`src/rtl/pt_pkg.sv`:
```
`default_nettype none
// ============================================================================
// Module   : pt_pkg
// Purpose  : Code-bit types and tick-level waveform patterns for the PT2262-style TX engine.
// Revision : 1.0
// ============================================================================
package pt_pkg;

    typedef enum logic [1:0] {
        CB_ZERO  = 2'b00,
        CB_ONE   = 2'b01,
        CB_FLOAT = 2'b10,
        CB_RSVD  = 2'b11
    } cb_t;

    localparam int SYM_TICKS     = 32;
    localparam int SYNC_TICKS    = 128;
    localparam int SYNC_HI_TICKS = 4;

    // Bit 31 is tick 0; one bit per tick, 1 = line high.
    localparam logic [31:0] PAT_ZERO  = 32'hF000_F000;
    localparam logic [31:0] PAT_ONE   = 32'hFFF0_FFF0;
    localparam logic [31:0] PAT_FLOAT = 32'hF000_FFF0;
    localparam logic [31:0] PAT_RSVD  = 32'h0000_0000;

endpackage
`default_nettype wire

```
`src/rtl/pt_sym_gen.sv`:
```
`default_nettype none
// ============================================================================
// Module   : pt_sym_gen
// Purpose  : Maps a code bit, tick index and sync flag to the line level.
// Revision : 1.0
// ============================================================================
module pt_sym_gen
    import pt_pkg::*;
(
    input  logic [1:0] i_cb,
    input  logic [6:0] i_tick,
    input  logic       i_sync,
    output logic       o_level
);

    logic [31:0] w_pat;

    always_comb begin
        w_pat = PAT_RSVD;
        case (cb_t'(i_cb))
            CB_ZERO:  w_pat = PAT_ZERO;
            CB_ONE:   w_pat = PAT_ONE;
            CB_FLOAT: w_pat = PAT_FLOAT;
            default:  w_pat = PAT_RSVD;
        endcase
    end

    always_comb begin
        if (i_sync) begin
            o_level = (i_tick < 7'(SYNC_HI_TICKS));
        end else begin
            o_level = w_pat[5'd31 - i_tick[4:0]];
        end
    end

endmodule
`default_nettype wire

```
`src/rtl/pt_tx_engine.sv`:
```
`default_nettype none
// ============================================================================
// Module   : pt_tx_engine
// Purpose  : PT2262-style tri-state serial transmitter; repeats each word REPEATS times.
//            Optional abort input enabled by defining PT_TX_ABORT_EN.
// Revision : 1.0
// ============================================================================
module pt_tx_engine
    import pt_pkg::*;
#(
    parameter int N_CB    = 12,
    parameter int DIV     = 4,
    parameter int REPEATS = 4
)(
    input  logic              clk,
    input  logic              rst,
    input  logic              in_valid,
    output logic              in_ready,
    input  logic [2*N_CB-1:0] in_data,
    output logic              busy,
    output logic              q,
    output logic              frame_done
`ifdef PT_TX_ABORT_EN
    ,
    input  logic              abort
`endif
);

    localparam logic [1:0] S_IDLE = 2'd0;
    localparam logic [1:0] S_CODE = 2'd1;
    localparam logic [1:0] S_SYNC = 2'd2;

    localparam int c_DIV_W = (DIV > 1)  ? $clog2(DIV)  : 1;
    localparam int c_SYM_W = (N_CB > 1) ? $clog2(N_CB) : 1;
    localparam int c_FRM_W = $clog2(REPEATS + 1);

    localparam logic [c_DIV_W-1:0] c_DIV_LAST  = c_DIV_W'(DIV - 1);
    localparam logic [c_SYM_W-1:0] c_SYM_LAST  = c_SYM_W'(N_CB - 1);
    localparam logic [c_FRM_W-1:0] c_FRM_LAST  = c_FRM_W'(REPEATS - 1);
    localparam logic [6:0]         c_CODE_LAST = 7'(SYM_TICKS - 1);
    localparam logic [6:0]         c_SYNC_LAST = 7'(SYNC_TICKS - 1);

    logic [1:0]         r_state;
    logic [c_DIV_W-1:0] r_div;
    logic [6:0]         r_tick;
    logic [c_SYM_W-1:0] r_sym;
    logic [c_FRM_W-1:0] r_frm;
    logic [2*N_CB-1:0]  r_data;
    logic [2*N_CB-1:0]  r_shift;

    logic w_accept;
    logic w_abort;
    logic w_tick_end;
    logic w_sym_end;
    logic w_frame_end;
    logic w_level;

`ifdef PT_TX_ABORT_EN
    assign w_abort = abort & busy;
`else
    assign w_abort = 1'b0;
`endif

    assign in_ready    = (r_state == S_IDLE) & ~rst;
    assign busy        = (r_state != S_IDLE);
    assign w_accept    = in_valid & in_ready;
    assign w_tick_end  = (r_div == c_DIV_LAST);
    assign w_sym_end   = w_tick_end &
                         ((r_state == S_SYNC) ? (r_tick == c_SYNC_LAST) : (r_tick == c_CODE_LAST));
    assign w_frame_end = (r_state == S_SYNC) & w_sym_end;
    assign frame_done  = w_frame_end & ~w_abort & ~rst;
    assign q           = busy & w_level;

    // r_shift walks through the frame; r_data is kept intact to reload every repeat.
    always_ff @(posedge clk) begin
        if (rst || w_abort) begin
            r_state <= S_IDLE;
            r_div   <= '0;
            r_tick  <= '0;
            r_sym   <= '0;
            r_frm   <= '0;
            if (rst) begin
                r_data  <= '0;
                r_shift <= '0;
            end
        end else begin
            case (r_state)
                S_IDLE: begin
                    if (w_accept) begin
                        r_state <= S_CODE;
                        r_data  <= in_data;
                        r_shift <= in_data;
                        r_div   <= '0;
                        r_tick  <= '0;
                        r_sym   <= '0;
                        r_frm   <= '0;
                    end
                end
                S_CODE: begin
                    r_div <= w_tick_end ? '0 : r_div + 1'b1;
                    if (w_tick_end) begin
                        r_tick <= w_sym_end ? 7'd0 : r_tick + 7'd1;
                    end
                    if (w_sym_end) begin
                        r_shift <= r_shift << 2;
                        if (r_sym == c_SYM_LAST) begin
                            r_sym   <= '0;
                            r_state <= S_SYNC;
                        end else begin
                            r_sym <= r_sym + 1'b1;
                        end
                    end
                end
                S_SYNC: begin
                    r_div <= w_tick_end ? '0 : r_div + 1'b1;
                    if (w_tick_end) begin
                        r_tick <= w_sym_end ? 7'd0 : r_tick + 7'd1;
                    end
                    if (w_frame_end) begin
                        if (r_frm != c_FRM_LAST) begin
                            r_frm   <= r_frm + 1'b1;
                            r_shift <= r_data;
                            r_state <= S_CODE;
                        end else begin
                            r_frm   <= '0;
                            r_state <= S_IDLE;
                        end
                    end
                end
                default: r_state <= S_IDLE;
            endcase
        end
    end

    pt_sym_gen u_sym_gen (
        .i_cb    (r_shift[2*N_CB-1 -: 2]),
        .i_tick  (r_tick),
        .i_sync  (r_state == S_SYNC),
        .o_level (w_level)
    );

endmodule
`default_nettype wire

```
`config.mk`:
```
export PLATFORM = sky130hd
export DESIGN_NAME = pt_tx_engine
export DESIGN_NICKNAME = d
export VERILOG_FILES = /design/src/rtl/pt_pkg.sv /design/src/rtl/pt_sym_gen.sv /design/src/rtl/pt_tx_engine.sv
export SDC_FILE = /design/constraint.sdc
export NUM_CORES = 1
export LEC_CHECK = 0
export CAP_MARGIN = 10
export CORE_MARGIN = 3
export CORE_UTILIZATION = 56
export CTS_CLUSTER_DIAMETER = 80
export DETAILED_ROUTE_END_ITERATION = 8
export GPL_TIMING_DRIVEN = 1
export HOLD_SLACK_MARGIN = 0.06
export PLACE_DENSITY = 0.8
export SKIP_CTS_REPAIR_TIMING = 1
export SLEW_MARGIN = 20
export SYNTH_ARGS = -nofsm -noshare
export SYNTH_HDL_FRONTEND = slang
export SYNTH_SLANG_ARGS = --single-unit
```
`constraint.sdc`:
```
create_clock -name clk -period 2.8 [get_ports clk]
set_input_delay 0.56 -clock clk [delete_from_list [all_inputs] [get_ports clk]]
set_output_delay 0.56 -clock clk [all_outputs]
set_load 0.02 [all_outputs]
```
# After elaboration in Yosys (flattened, before gate mapping)
# Index checks and enable logic that the tools add are counted.
# op_classes
n_lt_le_gt_ge,2
reduce_logical,15
muxes,31
eq_ne,15
n_addsub,5
n_bitwise,7
# op_table
op,count
24-bit 2-to-1 mux,4
32-bit one-hot mux with 3 select lines,1
24-bit one-hot mux with 3 select lines,1
7-bit 2-to-1 mux,3
7-bit one-hot mux with 2 select lines,1
2-bit 2-to-1 mux,6
4-bit 2-to-1 mux,3
2-bit != test (second input constant),5
3-bit 2-to-1 mux,3
3-bit AND reduction,3
4-bit one-hot mux with 2 select lines,1
2-bit nonzero test,4
7-bit by 1-bit adder with 7-bit output (second input constant),1
7-bit by 5-bit equality test with 1-bit output (second input constant),1
7-bit equality test (second input constant),1
7-bit by 3-bit < comparator with 1-bit output (second input constant),1
1-bit bitwise AND,6
2-bit equality test (second input constant),3
5-bit by 6-bit < comparator with 1-bit output (second input constant),1
2-bit one-hot mux with 3 select lines,1
3-bit one-hot mux with 2 select lines,1
1-bit binary-select mux with 5-bit select,1
5-bit AND reduction,1
5-bit subtractor (first input constant),1
other kinds (15),21
# totals
word_cells,82
input_bits,27
regBits,66
out_inout_bits,4

# Longest topological paths before layout
# depth
ltp_word,6
depth_mapped,10
depth_no_buf,7

# Cells and area by module
# From an unflattened synthesis, not the netlist that was laid out.
# unflattened
cells_unflattened,412
area_unflattened_um2,3375.7
# modules_own_cells
module,cells_each,n_inst,seq_area_each_um2,area_each_um2
pt_tx_engine,397,1,1321.3,3269.4
pt_sym_gen,15,1,0.0,106.4

# Worst setup path after synthesis
# No wires, ideal clock.
# synth_path
path_kind,register to output
start,register r_state[0]
end,output port q
arrival_ns,1.704
stages_incl_launch_ff,8
path_buffers,3
path_slack_ns,0.536
path_cell_list,dfxtp_1 inv_1 ha_1 buf_2 buf_2 buf_1 a211o_1 a21oi_1
# synth_via
elab_chain_len,3
elab_cells_between_ends,4
cone_classes,eq/ne (1); mux (1); bitwise (1); reduce/logical (1)
# synth_lines
element,line,rtl
"start, declared",pt_tx_engine.sv:43,logic [1:0] r_state;
"start signal, assigned",pt_tx_engine.sv:77,r_state <= S_IDLE;
"start signal, assigned",pt_tx_engine.sv:90,r_state <= S_CODE;
"start signal, assigned",pt_tx_engine.sv:108,r_state <= S_SYNC;
2-bit equality test,pt_tx_engine.sv:138,".i_sync (r_state == S_SYNC),"
1-bit 2-to-1 mux,pt_sym_gen.sv:29,if (i_sync) begin
1-bit bitwise AND (*),pt_tx_engine.sv:72,assign q = busy & w_level;
"end, declared",pt_tx_engine.sv:21,"output logic q,"
# Every way passes the cells marked *; elsewhere a longest branch is shown, timed or not.

# Final worst setup path
# layout_path
start,register r_state[0]
end,output port in_ready
# layout_via
elab_chain_len,2
# layout_lines
element,line,rtl
2-bit logical NOT,pt_tx_engine.sv:64,assign in_ready = (r_state == S_IDLE) & ~rst;
1-bit bitwise AND,pt_tx_engine.sv:64,
"end, declared",pt_tx_engine.sv:18,"output logic in_ready,"
# Every way passes these cells.

==> impl_metrics.py <==
metrics = {
    "worst_setup_path": {
        "path_cells": "inv_1, ha_1, inv_1, nor2_1, clkdlybuf4s50_1",
        "cpMostUsedCell": "inv_1",
        "cp.required_ns": 2.24,
        "r2r_start": "r_state[0]$_SDFFE_PP0P_",
        "critical_path.slowest_cell": "clkdlybuf4s50_1",
        "path_max_fanout": 10,
        "start_kind": "flop",
        "crit_path_max_incr_delay_ns": 0.60,
        "r2r_cells": 9,
        "r2r-end": "r_shift[1]$_SDFFE_PP0P_",
        "cp.arrival_ns": 2.02,
        "r2r_slack_ns": 0.49,
        "worstSetupPathType": "flop to primary output",
        "critPathCaptureType": "primary output",
    },
    "synthesis": {
        "syn-num-nets": 472,
        "syn_area_um2": 3590,
        "synth-seq-area-share_pct": 36.8,
        "synthCells": 435,
        "synth_edf_count": 0,
        "synth_seq_cells": 66,
        "synth_cell_types": 47,
        "ys.flop_type": "dfxtp_1",
        "syn_avg_cell_area_um2": 8.25,
        "synth_warnings": 0,
        "ys_async_sr_fraction_pct": 0,
    },
    "die": {
        "start_util_pct": 59.2,
        "dieArea_um2": 7400,
        "die_width_um": 86.1,
        "core_area_um2": 6060,
        "die-height_um": 86.1,
        "ios": 31,
        "rows": 28,
    },
    "sta": {
        "period_needed_ns": 2.58,
        "fin_skew_ns": 0.00719,
        "slew_viol_final": 0,
        "worst_slew_pin_slew_ns": 0.736,
        "rsz0062_at_grt": "false",
        "relSlewSlack_pct": 51.0,
        "setup_slack_ns": 0.225,
        "fin_crit_sh_pct": 92.0,
        "hold_viol": 0,
        "final-setup-viol-count": 0,
        "timing.fmax_mhz": 388,
    },
    "clock_tree": {
        "cts_tree": "built",
        "clkSinkCount": 66,
        "clock_path_buffers": 2,
        "cts_root_buf": "clkbuf_8",
        "clk_latency_ns": 0.34,
        "cts.htree.levels": 3,
        "cts_buffers": 9,
        "clkTransAtPathRegs_ns": 0.07,
    },
    "placed_design": {
        "placed_cells": 514,
        "gp_congestion": 0.847,
        "portBuffers": 30,
        "hpwl_mm": 4.98,
        "pre_cts_ws_ns": 0.276,
    },
    "drt": {
        "wire_per_inst_um": 14.9,
        "vias_per_cell": 5.78,
        "initialDrtViolationCount": 283,
        "drtAntennaViolNets": 0,
        "drc_errors": 0,
        "drt_first_pass_iters": 4,
        "via_count": 3065,
        "wirelength_mm": 7.92,
    },
    "global_routing": {
        "grt_use_total_pct": 22.8,
        "antenna_found_initial": 0,
        "grt.overflow.total": 0,
        "grt_pass1_vias": 2972,
        "grt_max_degree": 74,
        "grt_pass1_wl_mm": 13.8,
    },
    "power_and_ir_drop": {
        "power_leakage_nw": 1.57,
        "ir_drop_mv": 0.554,
        "p_per_area_nw_per_um2": 783,
    },
    "min_path": {
        "holdPathEnd": "r_data[22]$_SDFFE_PP0P_",
        "hold_start": "r_data[22]$_SDFFE_PP0P_",
        "min_path_type": "flop to flop",
        "holdPathStages": 2,
    },
    "cells_and_area": {
        "stdcell_count": 530,
        "antennaDiodeCount": 0,
        "drive_gt1_share_pct": 12.3,
        "nNetsFinal": 487,
        "area_delta_synth_final_pct": 13.7,
        "fin_util_pct": 67.3,
    },
    "outcome": {
        "status": "finished, final reports clean",
    },
    "run": {
        "max-cap-violations": 0,
    },
}
-- sequential cells by signal (all words and copies together) (netlist names) --
name	flops
r_div	2
r_frm	3
r_sym	4
r_data	24
r_state	2
r_tick	7
r_shift	24
-- synthesized netlist by cell type (all sizes together), types with 10 or more instances --
master / count / area (um2)
a22oi: 23 / 178
nand2b: 26 / 163
nand3b: 26 / 195
a21oi: 13 / 76.3
inv: 10 / 37.5
o21ai: 26 / 205
nand2: 62 / 233
dfxtp: 66 / 1320
ha: 10 / 125
clkbuf: 19 / 71.3
nor2: 39 / 146
buf: 17 / 113
nand3: 29 / 145
a211oi: 23 / 173
-- cell families after synthesis --
group	share of synthesized area, %
AOI/OAI and AO/OA	22.4
muxes	1.95
DFF	36.8
and+or+nand+nor	27.9
adders and majority gates	3.49
xor gates and xnor gates	1.22
buffers and inverters	6.17
-- final cells by class --
| type | instances | area [um2] |
|---|---|---|
| fillers | 521 | 1980 |
| well taps | 75 | 93.8 |
| inverters | 10 | 37.5 |
| multi-input cells | 323 | 2050 |
| repair buffers | 40 | 375 |
| clock inverters | 4 | 50.0 |
| flip-flops and latches | 66 | 1320 |
| clock buffers | 12 | 155 |
-- cells in the final DEF (no fill, tap or decap), types with 2 or more instances in the layout --
| cell | synthesis | routed |
|---|---|---|
| clkdlybuf4s50_1 | 0 | 27 |
| nand2b_1 | 26 | 26 |
| o21ai_0 | 5 | 5 |
| clkinvlp_4 | 0 | 2 |
| nand4_1 | 2 | 2 |
| o21ai_2 | 20 | 20 |
| a211oi_1 | 23 | 23 |
| a311oi_1 | 3 | 3 |
| dfxtp_1 | 66 | 66 |
| dlymetal6s2s_1 | 0 | 2 |
| a211o_1 | 2 | 2 |
| a22oi_1 | 22 | 22 |
| nand3_1 | 29 | 29 |
| a21o_1 | 2 | 2 |
| ha_1 | 10 | 10 |
| and2_1 | 3 | 3 |
| nor3_1 | 4 | 4 |
| xnor2_1 | 2 | 2 |
| a221o_1 | 2 | 2 |
| nor2_1 | 39 | 39 |
| nand3b_1 | 26 | 26 |
| a21oi_1 | 10 | 10 |
| inv_1 | 10 | 10 |
| xor2_1 | 3 | 3 |
| buf_4 | 1 | 10 |
| mux2i_1 | 7 | 7 |
| a21oi_2 | 3 | 3 |
| clkbuf_8 | 0 | 11 |
| nand2_1 | 62 | 62 |
-- worst max path at each step --
| stage | start | endpoint | slack (ns) | cells past startpoint |
|---|---|---|---|---|
| after floorplan | r_state[0]$_SDFFE_PP0P_ | q | 0.54 | 7 |
| after global placement | r_shift[23]$_SDFFE_PP0P_ | q | 0.32 | 7 |
| after detailed placement | r_shift[23]$_SDFFE_PP0P_ | q | 0.28 | 7 |
| after CTS | r_shift[23]$_SDFFE_PP0P_ | q | -0.1 | 7 |
| after global routing | r_state[0]$_SDFFE_PP0P_ | in_ready | 0.11 | 5 |
| final | r_state[0]$_SDFFE_PP0P_ | in_ready | 0.22 | 5 |
-- critical path, delay by kind of cell, from the launching register on --
family | cells | cell delay, ns
and+or+nand+nor | 1 | 0.11
buffers and inverters | 3 | 0.86
DFF | 1 | 0.34
adders and majority gates | 1 | 0.36
-- through the flow --
step	power, mW	hold WS (ns)	setup TNS, ns	area, um2
floorplan	2.13	0.434	0	3590
global placement	2.35	0.450	0	3870
detailed placement	2.38	0.460	0	3870
CTS	3.21	0.474	-0.127	4070
global route	3.40	0.500	0	4080
finish	3.19	0.476	0	4080
-- power breakdown --
part	internal, mW	leakage, nW	total (mW)	switching, mW
Combinational	0.416	0.931	1.11	0.694
Sequential	1.14	0.539	1.25	0.119
Clock	0.459	0.0986	0.828	0.369
-- routing by layer --
layer | routed length [um] | GRT usage, %
met1 | 3760 | 30.9
met2 | 3660 | 36.4
met3 | 436 | 4.32
met4 | 59 | 7.34
met5 | 0 | 0
No activity file was read; power rests on OpenSTA's default activity.
